<file path="src/rtl/para_def.sv">
// Shared widths, message type codes and state encoding for the stage5
// message path.
package para_def;

  localparam int MAX_MESSAGE_BITS = 256;
  localparam int message_mux_control_width = 4;

  localparam logic [3:0] message_mux_null = 4'h0;
  localparam logic [3:0] message_mux_cfg  = 4'h1;
  localparam logic [3:0] message_mux_stat = 4'h2;
  localparam logic [3:0] message_mux_k    = 4'h5;
  localparam logic [3:0] message_mux_ack  = 4'h9;

  typedef enum logic [1:0] {
    ST_IDLE = 2'd0,
    ST_HDR  = 2'd1,
    ST_BODY = 2'd2
  } state_e;

  function automatic logic len_legal(
    input int len,
    input int max_bytes
  );
    return (len >= 1) && (len <= max_bytes);
  endfunction

endpackage

</file>
<file path="src/rtl/stage5_msg_serializer_if.sv">
// Message-in / byte-out handshake bundle for the stage5 serializer.
// master drives messages and consumes bytes; slave is the serializer.
interface stage5_msg_serializer_if
  import para_def::*;
#(
  parameter int MSG_BYTES = MAX_MESSAGE_BITS / 8,
  parameter int CTRL_W    = message_mux_control_width,
  parameter int LEN_W     = 6
);

  logic                   in_valid;
  logic                   in_ready;
  logic [CTRL_W-1:0]      in_mux_control;
  logic [8*MSG_BYTES-1:0] in_message;
  logic [LEN_W-1:0]       in_len;

  logic                   out_valid;
  logic                   out_ready;
  logic [7:0]             out_data;
  logic                   out_first;
  logic                   out_last;

  modport master (
    output in_valid,
    output in_mux_control,
    output in_message,
    output in_len,
    input  in_ready,
    input  out_valid,
    input  out_data,
    input  out_first,
    input  out_last,
    output out_ready
  );

  modport slave (
    input  in_valid,
    input  in_mux_control,
    input  in_message,
    input  in_len,
    output in_ready,
    output out_valid,
    output out_data,
    output out_first,
    output out_last,
    input  out_ready
  );

endinterface

</file>
<file path="src/rtl/stage5_byte_select.sv">
// Picks body byte idx from a packed message word, byte 0 at the MSBs.
// Indices past the word return zero.
module stage5_byte_select #(
  parameter int MSG_BYTES = 32,
  parameter int IDX_W     = 6
) (
  input  logic [8*MSG_BYTES-1:0] word_i,
  input  logic [IDX_W-1:0]       idx_i,
  output logic [7:0]             data_o
);

  always_comb begin
    data_o = 8'h00;
    for (int i = 0; i < MSG_BYTES; i++) begin
      if (idx_i == IDX_W'(i)) begin
        data_o = word_i[8*MSG_BYTES-1-8*i -: 8];
      end
    end
  end

endmodule

</file>
<file path="src/rtl/stage5_msg_serializer.sv">
// Serializes one packed message into a header byte (type code)
// followed by the body, MSB byte first.
module stage5_msg_serializer
  import para_def::*;
#(
  parameter int MSG_BYTES = MAX_MESSAGE_BITS / 8,
  parameter int CTRL_W    = message_mux_control_width,
  parameter int LEN_W     = 6,
  parameter int CNT_W     = 16
) (
  input  logic                 clk,
  input  logic                 rst_n,
  input  logic                 message_en,
  stage5_msg_serializer_if.slave bus,
  output logic                 busy,
  output logic                 err_len,
  output logic [CNT_W-1:0]     msg_count
);

  state_e                 state_q, state_d;
  logic [LEN_W-1:0]       idx_q, idx_d;
  logic [LEN_W-1:0]       len_q, len_d;
  logic [8*MSG_BYTES-1:0] msg_q, msg_d;
  logic [CTRL_W-1:0]      ctrl_q, ctrl_d;
  logic [CNT_W-1:0]       msg_count_q, msg_count_d;
  logic                   err_len_q, err_len_d;

  logic       in_ready;
  logic       in_fire;
  logic       is_last;
  logic [7:0] sel_byte;
  logic       out_valid;
  logic [7:0] out_data;
  logic       out_first;
  logic       out_last;

  stage5_byte_select #(
    .MSG_BYTES (MSG_BYTES),
    .IDX_W     (LEN_W)
  ) u_sel (
    .word_i (msg_q),
    .idx_i  (idx_q),
    .data_o (sel_byte)
  );

  assign in_ready = (state_q == ST_IDLE) && message_en;
  assign in_fire  = bus.in_valid && in_ready;
  assign is_last  = (idx_q == len_q - LEN_W'(1));

  always_comb begin
    state_d     = state_q;
    idx_d       = idx_q;
    len_d       = len_q;
    msg_d       = msg_q;
    ctrl_d      = ctrl_q;
    msg_count_d = msg_count_q;
    err_len_d   = 1'b0;
    out_valid   = 1'b0;
    out_data    = 8'h00;
    out_first   = 1'b0;
    out_last    = 1'b0;
    unique case (state_q)
      ST_IDLE: begin
        if (in_fire) begin
          msg_d  = bus.in_message;
          ctrl_d = bus.in_mux_control;
          len_d  = bus.in_len;
          idx_d  = '0;
          // Illegal lengths are dropped here so BODY never sees them
          if (len_legal(int'(bus.in_len), MSG_BYTES)) begin
            state_d = ST_HDR;
          end else begin
            err_len_d = 1'b1;
          end
        end
      end
      ST_HDR: begin
        out_valid = 1'b1;
        out_first = 1'b1;
        out_data  = 8'(ctrl_q);
        if (bus.out_ready) begin
          state_d = ST_BODY;
          idx_d   = '0;
        end
      end
      ST_BODY: begin
        out_valid = 1'b1;
        out_data  = sel_byte;
        out_last  = is_last;
        if (bus.out_ready) begin
          if (is_last) begin
            state_d     = ST_IDLE;
            msg_count_d = msg_count_q + CNT_W'(1);
          end else begin
            idx_d = idx_q + LEN_W'(1);
          end
        end
      end
      default: state_d = ST_IDLE;
    endcase
  end

  always_ff @(posedge clk or negedge rst_n) begin
    if (!rst_n) begin
      state_q     <= ST_IDLE;
      idx_q       <= '0;
      len_q       <= '0;
      msg_q       <= '0;
      ctrl_q      <= '0;
      msg_count_q <= '0;
      err_len_q   <= 1'b0;
    end else begin
      state_q     <= state_d;
      idx_q       <= idx_d;
      len_q       <= len_d;
      msg_q       <= msg_d;
      ctrl_q      <= ctrl_d;
      msg_count_q <= msg_count_d;
      err_len_q   <= err_len_d;
    end
  end

  assign bus.in_ready  = in_ready;
  assign bus.out_valid = out_valid;
  assign bus.out_data  = out_data;
  assign bus.out_first = out_first;
  assign bus.out_last  = out_last;
  assign busy          = out_valid;
  assign err_len       = err_len_q;
  assign msg_count     = msg_count_q;

endmodule

</file>
<file path="src/flat_wrapper.sv">
// flat-port wrapper written by rule: the top's interface ports become plain ports
module stage5_msg_serializer_flat import para_def::*;
#(
  parameter int MSG_BYTES = MAX_MESSAGE_BITS / 8,
  parameter int CTRL_W    = message_mux_control_width,
  parameter int LEN_W     = 6,
  parameter int CNT_W     = 16
)
  (clk, rst_n, message_en, busy, err_len, msg_count, bus_in_valid, bus_in_mux_control, bus_in_message, bus_in_len, bus_in_ready, bus_out_valid, bus_out_data, bus_out_first, bus_out_last, bus_out_ready);
  stage5_msg_serializer_if #(.MSG_BYTES(MSG_BYTES), .CTRL_W(CTRL_W), .LEN_W(LEN_W)) bus_i ();
  input  logic clk;
  input  logic rst_n;
  input  logic message_en;
  output logic busy;
  output logic err_len;
  output logic [CNT_W-1:0] msg_count;
  input wire logic [$bits(bus_i.in_valid)-1:0] bus_in_valid;
  input wire logic [$bits(bus_i.in_mux_control)-1:0] bus_in_mux_control;
  input wire logic [$bits(bus_i.in_message)-1:0] bus_in_message;
  input wire logic [$bits(bus_i.in_len)-1:0] bus_in_len;
  output wire logic [$bits(bus_i.in_ready)-1:0] bus_in_ready;
  output wire logic [$bits(bus_i.out_valid)-1:0] bus_out_valid;
  output wire logic [$bits(bus_i.out_data)-1:0] bus_out_data;
  output wire logic [$bits(bus_i.out_first)-1:0] bus_out_first;
  output wire logic [$bits(bus_i.out_last)-1:0] bus_out_last;
  input wire logic [$bits(bus_i.out_ready)-1:0] bus_out_ready;
  assign bus_i.in_valid = bus_in_valid;
  assign bus_i.in_mux_control = bus_in_mux_control;
  assign bus_i.in_message = bus_in_message;
  assign bus_i.in_len = bus_in_len;
  assign bus_in_ready = bus_i.in_ready;
  assign bus_out_valid = bus_i.out_valid;
  assign bus_out_data = bus_i.out_data;
  assign bus_out_first = bus_i.out_first;
  assign bus_out_last = bus_i.out_last;
  assign bus_i.out_ready = bus_out_ready;
  stage5_msg_serializer #(.MSG_BYTES(MSG_BYTES), .CTRL_W(CTRL_W), .LEN_W(LEN_W), .CNT_W(CNT_W)) u_core (.clk(clk), .rst_n(rst_n), .message_en(message_en), .bus(bus_i), .busy(busy), .err_len(err_len), .msg_count(msg_count));
endmodule
</file>
<file path="config.mk">
export PLATFORM = sky130hd
export DESIGN_NAME = stage5_msg_serializer_flat
export DESIGN_NICKNAME = d
export VERILOG_FILES = /design/src/rtl/para_def.sv /design/src/rtl/stage5_msg_serializer_if.sv /design/src/rtl/stage5_byte_select.sv /design/src/rtl/stage5_msg_serializer.sv /design/src/flat_wrapper.sv
export SDC_FILE = /design/constraint.sdc
export NUM_CORES = 1
export LEC_CHECK = 0
export ABC_AREA = 1
export CORE_MARGIN = 5
export CORE_UTILIZATION = 47
export DETAILED_ROUTE_END_ITERATION = 8
export PLACE_DENSITY = 0.77
export SLEW_MARGIN = 5
export SYNTH_ARGS = -nofsm -noshare
export SYNTH_HDL_FRONTEND = slang
export SYNTH_SLANG_ARGS = --single-unit
</file>
<file path="constraint.sdc">
create_clock -name clk -period 3.75 [get_ports clk]
set_input_delay 1.125 -clock clk [delete_from_list [all_inputs] [get_ports clk]]
set_output_delay 1.125 -clock clk [all_outputs]
set_load 0.02 [all_outputs]
</file>
### After elaboration in Yosys (flattened, before gate mapping)

Index checks and enable logic that the tools add are counted.

* bits in latches: 0
* memories kept: 0
* output and inout bits: 30
* RAM bits: 0
* bits in registers: 291
* input port bits: 271
* logic and storage cells: 113
* ROM bits: 0

* reduce and logical (&&, ||, !) cells: 11
* magnitude comparators: 2
* equality and inequality tests: 40
* $add $sub $neg: 3
* shift operators: 0
* bitwise gates (word level): 0
* mux-type cells: 50
* div/mod/pow operators: 0
* multipliers: 0

Operator list (number)
* 8-bit 2-to-1 mux: 32
* 6-bit by 5-bit == test with 1-bit output (second input constant): 16
* 6-bit by 4-bit == test with 1-bit output (second input constant): 8
* 6-bit by 3-bit == test with 1-bit output (second input constant): 4
* 6-bit 2-to-1 mux: 4
* 6-bit one-hot mux with 3 select lines: 1
* 16-bit by 1-bit adder with 16-bit output (second input constant): 1
* 8-bit one-hot mux with 2 select lines: 1
* 6-bit by 2-bit == test with 1-bit output (second input constant): 2
* 2-bit 2-to-1 mux: 5
* 5-bit AND reduction: 2
* 2-bit inequality test (second input constant): 4
* 6-bit by 1-bit adder with 6-bit output (second input constant): 1
* 6-bit by 1-bit == test with 1-bit output (second input constant): 1
* 6-bit == test: 1
* 6-bit by 1-bit >= comparator with 1-bit output (second input constant): 1
* 6-bit less-or-equal comparator (second input constant): 1
* 6-bit zero test: 1
* 1-bit 2-to-1 mux: 6
* 2-bit one-hot mux with 3 select lines: 1
* 6-bit by 1-bit subtractor with 6-bit output (second input constant): 1
* 2-bit by 1-bit inequality test with 1-bit output (second input constant): 2
* 1-bit logical AND: 3
* 3-bit AND reduction: 1
* 6 further kinds: 6

### Logic depth before layout (Yosys ltp)

* depth after elaboration: 34
* mapped depth: 41
* mapped depth without buffers: 41

### Modules after synthesis

Synthesis repeated with hierarchy kept, for this count alone.

* cells, all modules: 1977
* area, all modules: 14360.0 µm²

By module, submodules not included
* stage5_msg_serializer: area an instance 11871.4 µm², cells each 1400, times used 1
* stage5_byte_select: area an instance 2488.6 µm², cells each 577, times used 1

### Worst setup path after synthesis

Ideal clock, no wire load.

* path type: register to output
* from: register u_core.idx_q[1]
* to: output port bus_out_data[0]
* cell stages (with the launch flop): 42
* data required time: 2.625 ns
* path buffers: 0
* arrival: 2.941 ns
* slack: -0.316 ns
* cells stage by stage: dfrtp_1 -> inv_1 -> ha_1 -> nand2_2 -> inv_1 -> nor2_2 -> nand2_1 -> nand2_1 -> nand2_1 -> nand2_1 -> nand2_1 -> nand2_1 -> nand2_1 -> nand2_1 -> nand2_1 -> nand2_1 -> nand2_1 -> nand2_1 -> [6 not listed] -> nand2_1 -> nand2_1 -> nand2_1 -> nand2_1 -> nand2_1 -> nand2_1 -> nand2_1 -> nand2_1 -> nand2_1 -> nand2_1 -> nand2_1 -> nand2_1 -> nand2_1 -> nand2_1 -> nand2_1 -> nand2_1 -> nand2_1 -> a21oi_1

* word-level cells in the longest chain between the ends: 34
* elaborated cells between the ends (all ways): 65
* those cells by class: eq/ne: 31; mux: 33; reduce/logical: 1

Ends and longest elaborated chain
* start: declaration: RTL line stage5_msg_serializer.sv:21 `logic [LEN_W-1:0] idx_q, idx_d;`
* start signal: assignment: RTL line stage5_msg_serializer.sv:114 `idx_q <= idx_d;`
* 6-bit zero test: RTL line stage5_byte_select.sv:15 `if (idx_i == IDX_W'(i)) begin`
* 8-bit 2-to-1 mux (31 in a row): RTL line stage5_byte_select.sv:15
* 8-bit 2-to-1 mux *: RTL line stage5_byte_select.sv:15
* 8-bit one-hot mux with 2 select lines *: RTL line stage5_msg_serializer.sv:62 `unique case (state_q)`
* end: declaration: RTL line flat_wrapper.sv:23 `output wire logic [$bits(bus_i.out_data)-1:0] bus_out_data;`

Every way passes the cells marked *; elsewhere a longest branch is shown, timed or not.

### Final worst setup path

* from: register u_core.idx_q[2]
* to: output port bus_out_data[5]

The elaborated chain is that of the path after synthesis.

==> impl_metrics.json <==
{
  "instances_no_fill": 2359,
  "vias": 12230,
  "overflow": 0,
  "rsz0062_at_grt": "true",
  "syn_area_sq_um": 14410,
  "synth_top_area_frac": 0.5054,
  "synth_seq_cells": 291,
  "rows": 64,
  "p_comb_frac": 0.384,
  "hold_class": "reg2reg",
  "cp_common_cell": "nand2_1",
  "reg2reg_setup_slack_ns": 0.43,
  "wl_mm": 43.52,
  "critPathCaptureType": "output port",
  "io_pins": 301,
  "critPathLaunchType": "flop",
  "max_freq_mhz": 188.1,
  "clock_latency_ns": 0.56,
  "wl_met2_mm": 21.09,
  "drt_iter0_drc": 908,
  "crit_fanout": 4,
  "drc_errors": 0,
  "dp_slack_ns": -1.473,
  "p_seq_frac": 0.394,
  "drive_gt1_frac": 0.2840,
  "syn_nets": 1807,
  "fp.dieH_um": 185.1,
  "irDropWorstVdd_uv": 442.3,
  "hold_viol": 0,
  "grt_pass1_wl_mm": 67.04,
  "synth-edff-count": 0,
  "ys.flop_type": "dfrtp_1",
  "power_frac_clock": 0.222,
  "die_area_sq_um": 34260,
  "crit_type": "reg2out",
  "netlist_instances": 1526,
  "utilization": 0.6676,
  "wl_met1_mm": 18.26,
  "tightest_slew_ns": 0.8955,
  "p_leak_nw": 9.436,
  "core_area_sq_um": 30430,
  "async_flop_share": 1.000,
  "cts_root_buffer": "clkbuf_16",
  "yosys.cell_types.count": 38,
  "period_needed_ns": 5.315,
  "endpoint": "bus_out_data[5]",
  "grt_max_degree": 165,
  "portBuffers": 300,
  "worstReg2RegStart": "u_core.len_q[2]$_DFFE_PN0P_",
  "fin_nets": 2216,
  "internal-power_mw": 9.107,
  "seq_area_frac_synth": 0.5054,
  "cp.arrival_ns": 4.19,
  "dp_hpwl_mm": 32.43,
  "antenna_found_initial": 3,
  "cts_tree": "yes",
  "fp.dieW_um": 185.1,
  "ys_warn_count": 0,
  "whs_ns": 0.4922,
  "numCtsBuffers": 31,
  "htree_levels": 1,
  "clk_path_buf_depth": 3,
  "numClockSinks": 291,
  "avgSynthCellArea_sq_um": 9.441,
  "grt.total_usage": 0.2468,
  "setup_ws_ns": -1.565,
  "rr_endpoint": "u_core.msg_count[14]$_DFFE_PN0P_",
  "report.final.slew_viol_count": 0,
  "finalCritPeriodShare": 1.417,
  "yosys.area.top_type": "dfrtp_1",
  "start_util": 0.4735,
  "max_slew_margin": 0.4030,
  "areaGrowthSynthToFinish_pct": 41.01,
  "status": "finished, violations left",
  "switching_power_mw": 4.907,
  "slowest_delay_ns": 0.44,
  "yosysMostFrequentCell": "nand2_1",
  "fin_worst_skew_ns": 0.006451,
  "dpl.cell_count": 2280,
  "sw_frac_of_total": 0.3501,
  "finalSetupViolations": 8,
  "cts.clk_slew.worst_paths_ns": 0.06,
  "critPathLaunch": "u_core.idx_q[2]$_DFFE_PN0P_",
  "gp_congestion": 0.9235,
  "ant_nets": 0,
  "cp_slowest_cell": "dfrtp_2",
  "dr.pass1.iters": 5,
  "vias_per_cell": 5.183,
  "power_density_nw_per_um2": 689.8,
  "violations": "negative setup slack",
  "synth_common_cells": "nand2_1, dfrtp_1, mux2_2",
  "cp.required_ns": 2.62,
  "routed.top_layer": "met4",
  "reg2reg_depth": 18,
  "cap_violations": 0,
  "routedWlPerCell_um": 18.45,
  "grt_pass1_vias": 12660,
  "synth_area_leaders": "dfrtp_1, mux2_2, nand2_1",
  "met3RoutedLength_mm": 2.852
}
==> layout by cell type (no fill, tap or decap), drive strengths merged <==
cell type      synthesis  routed
diode                  0       5
o211ai                 5       5
a31oi                  1       1
nor3                   5       5
clkbuf                49      43
or2                   21      21
o21ai                 62      62
nor4                   1       1
o31ai                  1       1
clkinvlp               0       1
o22ai                  1       1
a211oi                 1       1
o2111ai                1       1
xor2                  15      15
nor2                 124     124
dfrtp                291     291
clkinv                 1       8
nor3b                  1       1
a22oi                  1       1
bufinv                 0       3
nand3                 49      49
buf                   11     146
xnor2                  4       4
o21ba                  1       1
a21oi                133     133
nand2                346     346
clkdlybuf4s50          0     290
inv                  154     156
nand4                  4       4
mux2                 233     233
ha                    10      10
==> worst max-delay path, delay by kind of cell, from the launching register on <==
family,cells,cell delay (ns)
AO/OA/AOI/OAI,4,0.53
buffers and inverters,3,0.37
AND/OR/NAND/NOR,31,2.28
flip-flops,1,0.44
==> per-layer routing <==
layer  vias up  track usage
met3       102      0.04576
met1      5925       0.3348
met5         -            0
met2       421       0.4060
met4         0      0.07604
li1       5779            -
==> metrics by stage <==
stage / TNS, ns / total power, mW / cell area [sq um]
global route: -14.28 / 14.93 / 20310
CTS: -10.96 / 13.75 / 20040
detailed placement: -10.08 / 10.45 / 18850
global placement: -9.562 / 10.24 / 18850
finish: -11.22 / 14.01 / 20320
floorplan: -0.6585 / 8.500 / 14560
==> power by group through the flow <==
stage | registers, mW | logic (mW) | clock network [mW]
floorplan | 5.16 | 3.34 | 0
global placement | 5.46 | 4.78 | 0
detailed placement | 5.52 | 4.93 | 0
CTS | 5.49 | 5.10 | 3.16
global route | 5.65 | 5.98 | 3.30
finish | 5.52 | 5.39 | 3.11
==> cells by family (layout without fill, tap and decap cells) <==
family | count (synthesis) | after routing | share of synthesized area
other | 0 | 5 | 0
flip-flops | 291 | 291 | 0.5054
AO/OA/AOI/OAI | 207 | 207 | 0.07408
buffers and inverters | 215 | 647 | 0.05845
multiplexers | 233 | 233 | 0.1821
AND/OR/NAND/NOR | 551 | 551 | 0.1597
adder cells (fa/ha/maj) | 10 | 10 | 0.008684
XOR/XNOR | 19 | 19 | 0.01155
==> registers in the layout, indices dropped and copies added (netlist names) <==
register / count
u_core.msg_count: 16
u_core.len_q: 6
u_core.msg_q: 256
u_core.idx_q: 6
u_core.state_q: 2
u_core.ctrl_q: 4
u_core.err_len: 1
==> timing repair <==
| action | CTS | global route |
|---|---|---|
| resized for setup | 83 | 52 |
| hold buffers | 0 | 0 |
| endpoints found under the setup margin | 9 | 10 |
| pin swaps | 15 | 65 |
| setup buffers | 4 | 14 |
| cloned | 1 | 0 |
==> final cells by class <==
| type | count | area, sq um |
|---|---|---|
| Sequential cell | 291 | 7287 |
| Multi-Input combinational cell | 1020 | 6646 |
| Clock inverter | 13 | 155.1 |
| Clock buffer | 43 | 870.8 |
| Inverter | 155 | 594.3 |
| Tap cell | 396 | 495.5 |
| Antenna cell | 5 | 12.51 |
| Timing Repair Buffer | 436 | 4254 |
| Fill cell | 2398 | 10110 |
==> worst min path at each step <==
stage | start | to | cells after the start
4_1_cts | u_core.msg_count[15]$_DFFE_PN0P_ | u_core.msg_count[15]$_DFFE_PN0P_ | 1
6_report | u_core.msg_count[15]$_DFFE_PN0P_ | u_core.msg_count[15]$_DFFE_PN0P_ | 1
2_1_floorplan | u_core.msg_q[102]$_DFFE_PN0P_ | u_core.msg_q[102]$_DFFE_PN0P_ | 1
5_1_grt | u_core.msg_q[39]$_DFFE_PN0P_ | u_core.msg_q[39]$_DFFE_PN0P_ | 1
3_3_place_gp | u_core.msg_count[15]$_DFFE_PN0P_ | u_core.msg_count[15]$_DFFE_PN0P_ | 1
3_5_place_dp | u_core.msg_count[15]$_DFFE_PN0P_ | u_core.msg_count[15]$_DFFE_PN0P_ | 1
No activity file was read; power rests on OpenSTA's default activity.
